File: src/rtl/dog_rom_arbiter.sv
// Round-robin arbiter sharing one synchronous dog sprite ROM among N_REQ pixel requesters.
// A one-hot tag pipe follows each read so the returning data is steered back to its requester.
module dog_rom_arbiter #(
  parameter int N_REQ   = 4,
  parameter int ADDR_W  = 14,
  parameter int DATA_W  = 12,
  parameter int ROM_LAT = 1
) (
  input  logic                      clk60MHz,
  input  logic                      rst_n,
  input  logic [N_REQ-1:0]          req,
  input  logic [N_REQ*ADDR_W-1:0]   req_addr,
  output logic [N_REQ-1:0]          gnt,
  output logic [ADDR_W-1:0]         rom_addr,
  output logic                      rom_en,
  input  logic [DATA_W-1:0]         rom_rgb,
  output logic [DATA_W-1:0]         rsp_rgb,
  output logic [N_REQ-1:0]          rsp_valid
);

  localparam int LAST_W = (N_REQ > 1) ? $clog2(N_REQ) : 1;

  // Handshake: req[i] is held with a stable req_addr slice until a rising edge
  // sees req[i] && gnt[i]; that edge accepts the read and the requester may then
  // drop req or present a new address. Each accepted read yields exactly one
  // rsp_valid[i] pulse 2+ROM_LAT cycles later, in grant order.

  logic [LAST_W-1:0] last;
  logic [LAST_W-1:0] win_idx;
  logic [LAST_W-1:0] cidx;
  logic              any_gnt;
  int                cand;

  logic [N_REQ-1:0]  tag_q [ROM_LAT+1];

  // Search starts just after the most recent winner and wraps modulo N_REQ.
  always_comb begin
    gnt     = '0;
    win_idx = last;
    any_gnt = 1'b0;
    cand    = 0;
    cidx    = '0;
    for (int i = 1; i <= N_REQ; i++) begin
      cand = int'(last) + i;
      if (cand >= N_REQ) cand = cand - N_REQ;
      cidx = LAST_W'(cand);
      if (!any_gnt && req[cidx]) begin
        any_gnt = 1'b1;
        win_idx = cidx;
      end
    end
    if (any_gnt) gnt[win_idx] = 1'b1;
  end

  always_ff @(posedge clk60MHz or negedge rst_n) begin
    if (!rst_n) begin
      last     <= LAST_W'(N_REQ - 1);
      rom_en   <= 1'b0;
      rom_addr <= '0;
    end else begin
      rom_en <= any_gnt;
      if (any_gnt) begin
        last     <= win_idx;
        rom_addr <= req_addr[win_idx*ADDR_W +: ADDR_W];
      end
    end
  end

  // Stage 0 lines up with rom_en; the last stage lines up with rom_rgb.
  always_ff @(posedge clk60MHz or negedge rst_n) begin
    if (!rst_n) begin
      for (int i = 0; i <= ROM_LAT; i++) tag_q[i] <= '0;
    end else begin
      tag_q[0] <= gnt;
      for (int i = 1; i <= ROM_LAT; i++) tag_q[i] <= tag_q[i-1];
    end
  end

  always_ff @(posedge clk60MHz or negedge rst_n) begin
    if (!rst_n) begin
      rsp_rgb   <= '0;
      rsp_valid <= '0;
    end else begin
      rsp_valid <= tag_q[ROM_LAT];
      if (|tag_q[ROM_LAT]) rsp_rgb <= rom_rgb;
    end
  end

endmodule

File: config.mk
export PLATFORM = sky130hd
export DESIGN_NAME = dog_rom_arbiter
export DESIGN_NICKNAME = d
export VERILOG_FILES = /design/src/rtl/dog_rom_arbiter.sv
export SDC_FILE = /design/constraint.sdc
export NUM_CORES = 1
export LEC_CHECK = 0
export ABC_CLOCK_PERIOD_IN_PS = 2400
export BUFFER_PORTS_ARGS = -buffer_cell sky130_fd_sc_hd__buf_2
export CAP_MARGIN = 10
export CORE_ASPECT_RATIO = 1.2
export CORE_UTILIZATION = 44
export DETAILED_ROUTE_END_ITERATION = 6
export HOLD_SLACK_MARGIN = 0.15
export PLACE_DENSITY = 0.81
export SLEW_MARGIN = 20
export SYNTH_ARGS = -nofsm -noshare
export SYNTH_HDL_FRONTEND = slang
export SYNTH_SLANG_ARGS = --single-unit
export TNS_END_PERCENT = 30
File: constraint.sdc
create_clock -name clk60MHz -period 2.4 [get_ports clk60MHz]
set_input_delay 0.36 -clock clk60MHz [delete_from_list [all_inputs] [get_ports clk60MHz]]
set_output_delay 0.36 -clock clk60MHz [all_outputs]
set_load 0.03 [all_outputs]
==> results.toml <==
[outcome]
outcome = "finished, final reports clean"

[layout]
final_nets = 329
area_growth_pct = 39.3
stdcell_count = 310
n_antenna_cell = 0
finish.utilization_pct = 65.6
final_common_cell = "buf_2"
drive_above_1_share_pct = 59.8
fin_area_sq_um = 2670
layout_common_cells = "buf_2, dfrtp_1, mux2i_1"

[route]
drc = 0
wl_per_cell_microns = 13.8
num_vias = 1574
detail_route.first_pass.iterations = 4
dr.first_iter.drc_count = 41
avgViaCountPerCell = 5.08
ant_nets = 0
wl_mm = 4.27

[placed_design]
place_ws_ns = 0.253
placed_area_sq_um = 2530
place_hpwl_mm = 3.22
gp_congestion = 0.740
io_buffers = 108
dp.cells = 302

[setup_path]
required_ns = 2.04
cp.arrival_ns = 1.96
cp-start-kind = "flop"
endpoint_kind = "output port"
r2r_cells = 5
path_max_fanout = 7
crit_type = "reg -> out"

[synth]
syn-cell-area_sq_um = 1910
synthCells = 144
ys_warn_count = 0
synth_seq_area_share_pct = 53.7
synth.area.top_cells = "dfrtp_1, mux2i_1, a221oi_2, mux2_2, nor2_1"
syn_nets = 218
syn_avg_cell_area_sq_um = 13.3
synth_top_area_share_pct = 51.0
yosys.area.top_type = "dfrtp_1"
yosysUniqueCellTypes = 25
ys_seq_elements = 41

[floorplanning]
fp-row-count = 25
coreArea_sq_um = 4070
die_h_microns = 74.3
die_x_microns = 62.2
start_util_pct = 47.1
num_io_pins = 109
fp.dieArea_sq_um = 4620

[clock_network]
cts_tree = "yes"
clkLatencyLatePin_ns = 0.29
cts_sinks = 41
path_clk_slew_ns = 0.08
cts_buffer_depth = 2
cts.htree.levels = 2
cts_buffers = 5
cts_setup_buffers = 0
cts-root-buf = "clkbuf_8"

[sta]
rsz0062_at_grt = "no"
drv_slew = 0
max_slew_margin_pct = 42.1
max_freq_mhz = 432
hold_ws_ns = 0.183
skew_ns = 0.00433
final.setup.tns_ns = 0
finalSetupViolations = 0
worst_pin_slew_ns = 0.869
min_period_ns = 2.32
period_share_pct = 96.5
fin_ws_ns = 0.0846
hold_viol_final = 0

[global_route]
overflow = 0
gr-usage-all-layers_pct = 18.9
grt_pass1_wl_mm = 6.68
grt_max_degree = 42
grt_pass1_vias = 1508
grt_antenna_before_repair = 0

[power]
power_density_nw_per_um2 = 1380
vdd_ir_drop_max_mv = 0.715
total_leakage_power_nw = 1.34
p_total_mw = 3.67

[hold_path]
min_path_type = "in -> async"

[flow_run]
max_cap_violations = 0
[registers in the layout, summed over array words and instances (netlist names)]
| register | flops |
|---|---|
| rsp_rgb | 12 |
| rom_en | 1 |
| rsp_valid | 4 |
| tag_q | 8 |
| rom_addr | 14 |
| last | 2 |
[kinds of logic (layout without fill, tap and decap cells)]
kind of cell,Yosys count,count (layout),synth area share [%]
simple gates,33,33,8.50
compound gates,19,19,12.0
buf+inv,9,121,3.07
mux,42,42,22.7
flops,41,41,53.7
[per-layer routing]
| metal | up-vias | part of all wire (%) | GRT usage [%] | routed length (microns) |
|---|---|---|---|---|
| met1 | 736 | 39 | 19.8 | 1660 |
| met4 | 0 | 1.7 | 8.53 | 72 |
| li1 | 760 | - | - | - |
| met3 | 8 | 5.3 | 4.91 | 227 |
| met5 | - | 0 | 0 | 0 |
| met2 | 70 | 54 | 36.1 | 2320 |
[report_power, final]
group	internal (mW)	switching [mW]
registers	1.02	0.165
logic	0.753	1.17
clock network	0.338	0.226
[critical path: stages (launching register included)]
cell and delay (ns):
dfstp_2 0.62, mux2i_2 0.30, a221oi_4 0.14, nor4_2 0.35
buf_2 0.26
[worst paths after layout]
check,from,endpoint,slack [ns]
setup / recovery,last[1],gnt[3],0.08
hold / removal,rst_n,rsp_valid[1],0.18
setup reg to reg,last[1],rom_addr[7],0.42
hold reg to reg,tag_q[6],tag_q[2],0.35
max in group asynchronous,rst_n,rsp_rgb[9],1.68
min in group clk60MHz,rom_rgb[10],rsp_rgb[10],0.31
[area by class of cell]
class | instances | area (sq um)
repair buffers | 112 | 583
inverters | 1 | 3.75
flip-flops and latches | 41 | 1030
well taps | 54 | 67.6
clock buffers | 6 | 82.6
fillers | 340 | 1400
clock inverters | 2 | 37.5
multi-input cells | 94 | 863
[repair_timing]
item | in CTS | in global routing
resized for setup | 1 | 3
hold buffers | 0 | 0
endpoints found under the setup margin | 1 | 2
pin swaps | 0 | 0
[synth_stat cells, drive strengths merged]
cell and number:
nor4 3, mux2i 30, nor2 17, a221oi 15, o21ai 1, and3 1
inv 1, dfstp 2, nand2 2, nand2b 2, a31o 1, buf 6
dfrtp 39, nor3b 1, clkbuf 2, and2 2, a21oi 2, nor3 4
and3b 1, mux2 12
Power figures use the tool's default switching activity.
